`src/rtl/eon_pkg.sv`:
```
// Shared decode-stage types: RV32I opcodes, control bundle, ID/EX register.
// Imported by the regfile and the decode stage.
package eon_pkg;

  localparam int XLEN = 32;

  localparam logic [6:0] OP_LOAD   = 7'h03;
  localparam logic [6:0] OP_FENCE  = 7'h0F;
  localparam logic [6:0] OP_IMM    = 7'h13;
  localparam logic [6:0] OP_AUIPC  = 7'h17;
  localparam logic [6:0] OP_STORE  = 7'h23;
  localparam logic [6:0] OP_OP     = 7'h33;
  localparam logic [6:0] OP_LUI    = 7'h37;
  localparam logic [6:0] OP_BRANCH = 7'h63;
  localparam logic [6:0] OP_JALR   = 7'h67;
  localparam logic [6:0] OP_JAL    = 7'h6F;
  localparam logic [6:0] OP_SYSTEM = 7'h73;

  localparam logic [31:0] NOP = 32'h0000_0013;

  typedef struct packed {
    logic reg_write;
    logic mem_read;
    logic mem_write;
    logic branch;
    logic jump;
    logic alu_src_imm;
    logic illegal;
  } ctrl_t;

  typedef struct packed {
    logic [XLEN-1:0] pc;
    logic [XLEN-1:0] rs1_data;
    logic [XLEN-1:0] rs2_data;
    logic [XLEN-1:0] imm;
    logic [4:0]      rs1;
    logic [4:0]      rs2;
    logic [4:0]      rd;
    logic [2:0]      funct3;
    logic            funct7b;
    logic [6:0]      opcode;
    ctrl_t           ctrl;
    logic            valid;
  } id_ex_t;

endpackage

```
`src/rtl/id_regfile.sv`:
```
// 32x32 register file: two async reads, one sync write.
// x0 reads zero; a same-cycle WB write is bypassed to the readers.
module id_regfile
  import eon_pkg::*;
(
  input  logic            clk,
  input  logic [4:0]      ra1,
  input  logic [4:0]      ra2,
  input  logic            we,
  input  logic [4:0]      wa,
  input  logic [XLEN-1:0] wd,
  output logic [XLEN-1:0] rd1,
  output logic [XLEN-1:0] rd2
);

  logic [XLEN-1:0] mem [1:31];

  always_ff @(posedge clk) begin
    if (we && wa != 5'd0) mem[wa] <= wd;
  end

  always_comb begin
    rd1 = '0;
    if (ra1 == 5'd0) rd1 = '0;
    else if (we && wa == ra1) rd1 = wd;
    else rd1 = mem[ra1];
  end

  always_comb begin
    rd2 = '0;
    if (ra2 == 5'd0) rd2 = '0;
    else if (we && wa == ra2) rd2 = wd;
    else rd2 = mem[ra2];
  end

endmodule

```
`src/rtl/id_stage.sv`:
```
// RV32I decode stage: regfile read, immediate/control decode,
// load-use hazard bubble and the ID/EX pipeline register.
module id_stage
  import eon_pkg::*;
(
  input  logic            clk,
  input  logic            reset,
  input  logic [XLEN-1:0] instructionIn,
  input  logic [XLEN-1:0] pcIn,
  input  logic            flush,
  input  logic            stallIn,
  input  logic            wbWriteEn,
  input  logic [4:0]      wbRd,
  input  logic [XLEN-1:0] wbData,
  output logic            stallOut,
  output logic [XLEN-1:0] pcOut,
  output logic [XLEN-1:0] rs1Data,
  output logic [XLEN-1:0] rs2Data,
  output logic [XLEN-1:0] immOut,
  output logic [4:0]      rs1Out,
  output logic [4:0]      rs2Out,
  output logic [4:0]      rdOut,
  output logic [2:0]      funct3Out,
  output logic            funct7bOut,
  output logic [6:0]      opcodeOut,
  output logic            regWrite,
  output logic            memRead,
  output logic            memWrite,
  output logic            branch,
  output logic            jump,
  output logic            aluSrcImm,
  output logic            validOut,
  output logic            illegalOut
);

  logic [31:0] ins;
  logic [6:0]  opc;
  logic [4:0]  rs1, rs2, rd;
  logic [XLEN-1:0] rd1, rd2;
  logic [XLEN-1:0] imm_i, imm_s, imm_b, imm_u, imm_j;
  logic [XLEN-1:0] imm;
  ctrl_t  ctrl;
  logic   uses1, uses2, load_use;
  id_ex_t d, q;

  assign ins = instructionIn;
  assign opc = ins[6:0];
  assign rd  = ins[11:7];
  assign rs1 = ins[19:15];
  assign rs2 = ins[24:20];

  assign imm_i = {{20{ins[31]}}, ins[31:20]};
  assign imm_s = {{20{ins[31]}}, ins[31:25], ins[11:7]};
  assign imm_b = {{19{ins[31]}}, ins[31], ins[7],
                  ins[30:25], ins[11:8], 1'b0};
  assign imm_u = {ins[31:12], 12'b0};
  assign imm_j = {{11{ins[31]}}, ins[31], ins[19:12],
                  ins[20], ins[30:21], 1'b0};

  id_regfile u_rf (
    .clk (clk),
    .ra1 (rs1),
    .ra2 (rs2),
    .we  (wbWriteEn),
    .wa  (wbRd),
    .wd  (wbData),
    .rd1 (rd1),
    .rd2 (rd2)
  );

  always_comb begin
    ctrl  = '0;
    imm   = '0;
    uses1 = 1'b0;
    uses2 = 1'b0;
    unique case (1'b1)
      opc == OP_LOAD: begin
        ctrl.reg_write   = 1'b1;
        ctrl.mem_read    = 1'b1;
        ctrl.alu_src_imm = 1'b1;
        imm   = imm_i;
        uses1 = 1'b1;
      end
      opc == OP_STORE: begin
        ctrl.mem_write   = 1'b1;
        ctrl.alu_src_imm = 1'b1;
        imm   = imm_s;
        uses1 = 1'b1;
        uses2 = 1'b1;
      end
      opc == OP_IMM: begin
        ctrl.reg_write   = 1'b1;
        ctrl.alu_src_imm = 1'b1;
        imm   = imm_i;
        uses1 = 1'b1;
      end
      opc == OP_OP: begin
        ctrl.reg_write = 1'b1;
        uses1 = 1'b1;
        uses2 = 1'b1;
      end
      opc == OP_BRANCH: begin
        ctrl.branch = 1'b1;
        imm   = imm_b;
        uses1 = 1'b1;
        uses2 = 1'b1;
      end
      opc == OP_JAL: begin
        ctrl.reg_write = 1'b1;
        ctrl.jump      = 1'b1;
        imm = imm_j;
      end
      opc == OP_JALR: begin
        ctrl.reg_write   = 1'b1;
        ctrl.jump        = 1'b1;
        ctrl.alu_src_imm = 1'b1;
        imm   = imm_i;
        uses1 = 1'b1;
      end
      opc == OP_LUI, opc == OP_AUIPC: begin
        ctrl.reg_write   = 1'b1;
        ctrl.alu_src_imm = 1'b1;
        imm = imm_u;
      end
      opc == OP_SYSTEM, opc == OP_FENCE: begin
        imm = imm_i;
      end
      default: ctrl.illegal = 1'b1;
    endcase
    if (rd == 5'd0) ctrl.reg_write = 1'b0;
  end

  // Hazard only against the load sitting in our own ID/EX register
  assign load_use = q.valid && q.ctrl.mem_read && q.rd != 5'd0 &&
                    ((q.rd == rs1 && uses1) || (q.rd == rs2 && uses2));

  assign stallOut = (load_use || stallIn) && !flush;

  always_comb begin
    d          = '0;
    d.pc       = pcIn;
    d.rs1_data = rd1;
    d.rs2_data = rd2;
    d.imm      = imm;
    d.rs1      = rs1;
    d.rs2      = rs2;
    d.rd       = rd;
    d.funct3   = ins[14:12];
    d.funct7b  = ins[30];
    d.opcode   = opc;
    d.ctrl     = ctrl;
    d.valid    = 1'b1;
  end

  always_ff @(posedge clk) begin
    if (reset)         q <= '0;
    else if (flush)    q <= '0;
    else if (stallIn)  q <= q;
    else if (load_use) q <= '0;
    else               q <= d;
  end

  assign pcOut      = q.pc;
  assign rs1Data    = q.rs1_data;
  assign rs2Data    = q.rs2_data;
  assign immOut     = q.imm;
  assign rs1Out     = q.rs1;
  assign rs2Out     = q.rs2;
  assign rdOut      = q.rd;
  assign funct3Out  = q.funct3;
  assign funct7bOut = q.funct7b;
  assign opcodeOut  = q.opcode;
  assign regWrite   = q.ctrl.reg_write;
  assign memRead    = q.ctrl.mem_read;
  assign memWrite   = q.ctrl.mem_write;
  assign branch     = q.ctrl.branch;
  assign jump       = q.ctrl.jump;
  assign aluSrcImm  = q.ctrl.alu_src_imm;
  assign illegalOut = q.ctrl.illegal;
  assign validOut   = q.valid;

endmodule

```
`config.mk`:
```
export PLATFORM = sky130hd
export DESIGN_NAME = id_stage
export DESIGN_NICKNAME = d
export VERILOG_FILES = /design/src/rtl/eon_pkg.sv /design/src/rtl/id_regfile.sv /design/src/rtl/id_stage.sv
export SDC_FILE = /design/constraint.sdc
export NUM_CORES = 2
export LEC_CHECK = 0
export BUFFER_PORTS_ARGS = -buffer_cell sky130_fd_sc_hd__buf_2
export CAP_MARGIN = 20
export CORE_MARGIN = 1
export CORE_UTILIZATION = 35
export CTS_CLUSTER_DIAMETER = 30
export DETAILED_ROUTE_END_ITERATION = 12
export PLACE_DENSITY_LB_ADDON = 0.2
export SLEW_MARGIN = 15
export SYNTH_ARGS = -nofsm -noshare
export SYNTH_HDL_FRONTEND = slang
export SYNTH_SLANG_ARGS = --single-unit
```
`constraint.sdc`:
```
create_clock -name clk -period 5.6 [get_ports clk]
set_clock_uncertainty 0.15 [all_clocks]
set_input_delay 1.68 -clock clk [delete_from_list [all_inputs] [get_ports clk]]
set_output_delay 1.68 -clock clk [all_outputs]
set_load 0.02 [all_outputs]
```
==> metrics.cfg <==
[layout]
final_nets = 4096
n_fill_cell = 13500
drive_above_1_share_pct = 28.6
area_growth_pct = 25.1
fin_area_um2 = 66800
mostFrequentLayoutCells = edfxtp_1, mux2i_1, clkbuf_16, nand2_1, buf_2
fin_cells = 6209
final_common_cell = edfxtp_1
utilization_pct = 44.3

[grt]
grt_max_degree = 103
overflow = 0
grt_pass1_wl_um = 275000
track_usage_pct = 25.4
antenna_found_initial = 23
top_usage_layer = met2
use_met3_pct = 5.71
grt_pass1_vias = 36400
grt_use_met2_pct = 37.9
use_met1_pct = 35.7

[clock_tree]
worstSkewPairLatency_ps = 870
clk_pin_slew_ps = 40
clockBufferDepth = 4
cts_resized = 0
cts_root_buf = clkbuf_16
cts_sinks = 1154
hold_buffers = 0
numCtsBuffers = 275
postCtsSetupBuffers = 0
cts_tree = yes
h-tree-depth = 5

[worst_setup_path]
crit_buf_inv = 3
crit_top_cell = buf_2
crit_arrival_ps = 3210
max_stage_delay_ps = 320
crit_path_cell_trace = buf_2, and3b_1, o22ai_1, nor4_1, buf_4, o21ai_4, nand2b_1, nor2b_1, buf_2
startpoint = instructionIn[6]
cp_slowest_cell = and3b_1
endpoint_kind = primary output
cp_max_fo = 18
r2r_start = rdOut[1]$_SDFFE_PP0N_
critical_path.top_delay_family = simple AND/OR/NAND/NOR gates
startpoint_type = input port
crit_required_ps = 3770
critical_path_class = input port to primary output

[routing]
ant_nets = 0
vias = 37000
drt-wirelength-per-cell_um = 32.1
drt_wl_total_um = 199000
drt_first_pass_iters = 6
viasPerCell = 5.96
drt_iter0_drc = 4005
remaining_drc_errors = 0

[outcome]
status = finished, final reports clean

[timing]
fmax_ghz = 0.199
min_period_over_period_pct = 89.9
worst_slew_pin_slew_ps = 1140
rsz0062_at_grt = no
setup_violations = 0
period_needed_ps = 5040
slew_headroom_pct = 23.5
holdWs_ps = 296
final.setup.tns_ps = 0
final-hold-violation-count = 0
final_max_slew_viol_count = 0

[synthesis]
syn_area_um2 = 53400
synth_edf_count = 992
postSynthAreaPerCell_um2 = 14.8
postSynthCellCount = 3609
yosysUniqueCellTypes = 60
async_flop_share_pct = 0
yosys_register_bits = 1154
synth-seq-area-share_pct = 61.9
yosysWarnings = 0
synthFlopType = edfxtp_1
syn_nets = 3715

[worst_hold_path]
hp-class = flop to flop
holdCritStartpoint = immOut[16]$_SDFFE_PP0N_

[placement]
port_buffers = 268
dp_hpwl_um = 116000
dp_cells = 5729
place_congestion = 0.840
placed_cell_area_um2 = 57700

[floorplan]
initial_utilization_pct = 35.4
die-area_um2 = 154000
die_w_um = 393
rows = 142
io_pins = 269
die_h_um = 393
coreArea_um2 = 151000

[pwr]
power_per_cell_area_nw_per_um2 = 403
p_leak_nw = 23.8
ir_drop_uv = 348

[job]
cap_violations = 0

[report_power, final]
group	switching [mW]	total (mW)	internal, mW
sequential	0.0805	9.57	9.49
combinational	1.11	1.73	0.618
clock	4.73	15.6	10.9
[synth_stat cells (all sizes together) (3+ instances only)]
cell type    n  area share [%]
edfxtp     992              56
mux2i      474             8.9
nand2      272             1.9
mux4       230             9.7
dfxtp      162             6.1
clkbuf     160             1.1
buf        142             1.4
nor2       141            0.99
a21oi      125             1.2
o21ai      103            0.97
mux2        92             1.9
a221oi      68             1.3
nand3b      59            0.83
o22ai       59            0.69
nand3       46            0.43
nor4        45            0.53
a22oi       44            0.62
a211oi      40            0.57
and3        37            0.43
nand2b      37            0.43
a221o       32            0.60
o22a        32            0.52
o211ai      28            0.39
a21boi      26            0.37
a31oi       19            0.22
a222oi      18            0.34
a211o       14            0.23
o221ai      14            0.23
nor2b       12            0.14
xor2        12            0.20
nor3        11            0.11
or4          9            0.13
xnor2        8            0.13
a22o         7            0.11
and2         6           0.070
or3          5           0.059
a2bb2oi      4           0.066
inv          3           0.021
[worst reg2reg max path, cell delays in order, from the launching register on]
cell and delay, ps:
dfxtp_1 420, or4_1 540, o22ai_1 160, nor4_1 70, buf_4 160, o21a_1 290, or3_2 560, buf_12 240
a221oi_1 370
[layer usage]
metal	up-vias	wire, µm
met5	-	25
li1	15400	-
met4	4	7640
met2	2046	87300
met3	425	18800
met1	19200	85400
[kinds of logic (layout without fill, tap and decap cells)]
group	Yosys count	after routing	synth area share, %
DFF	1154	1154	61.9
muxes	796	796	20.5
and+or+nand+nor	692	692	6.26
AOI/OAI and AO/OA	642	642	8.50
buffers and inverters	305	881	2.51
xor gates and xnor gates	20	20	0.328
other	0	8	0
[final cells by class]
cell class              instances  area [µm²]  share of cell area (%)
diodes                          8        20.0                  0.0300
clock buffers                 338        7370                    11.0
clock inverters               134        1660                    2.48
inverters                       3        11.3                  0.0169
multi-input cells            2150       19400                    29.0
flip-flops and latches       1154       33000                    49.5
well taps                    2016        2520                    3.78
repair buffers                406        2800                    4.20
[path summary, 6_finish.rpt]
check                           slack [ps]  cells after the start                  endpoint
worst max-delay path                   560                      9                  stallOut
worst min register to register         300                      2   immOut[16]$_SDFFE_PP0N_
worst max register to register        2560                      8  rs1Data[30]$_SDFFE_PP0N_
worst min-delay path                   300                      2   immOut[16]$_SDFFE_PP0N_
[registers in the layout (all words and copies together), names as in the netlist, 3 cells and up]
register,count
u_rf.mem,992
immOut,32
pcOut,32
rs1Data,32
rs2Data,32
opcodeOut,7
rdOut,5
rs1Out,5
rs2Out,5
funct3Out,3
[through the flow]
step | setup slack (ps) | total power, mW
floorplan | 233 | 10.7
global placement | 444 | 11.4
detailed placement | 573 | 11.4
CTS | 572 | 27.1
global route | 402 | 27.6
finish | 563 | 26.9
(Power assumes the default switching activity.)
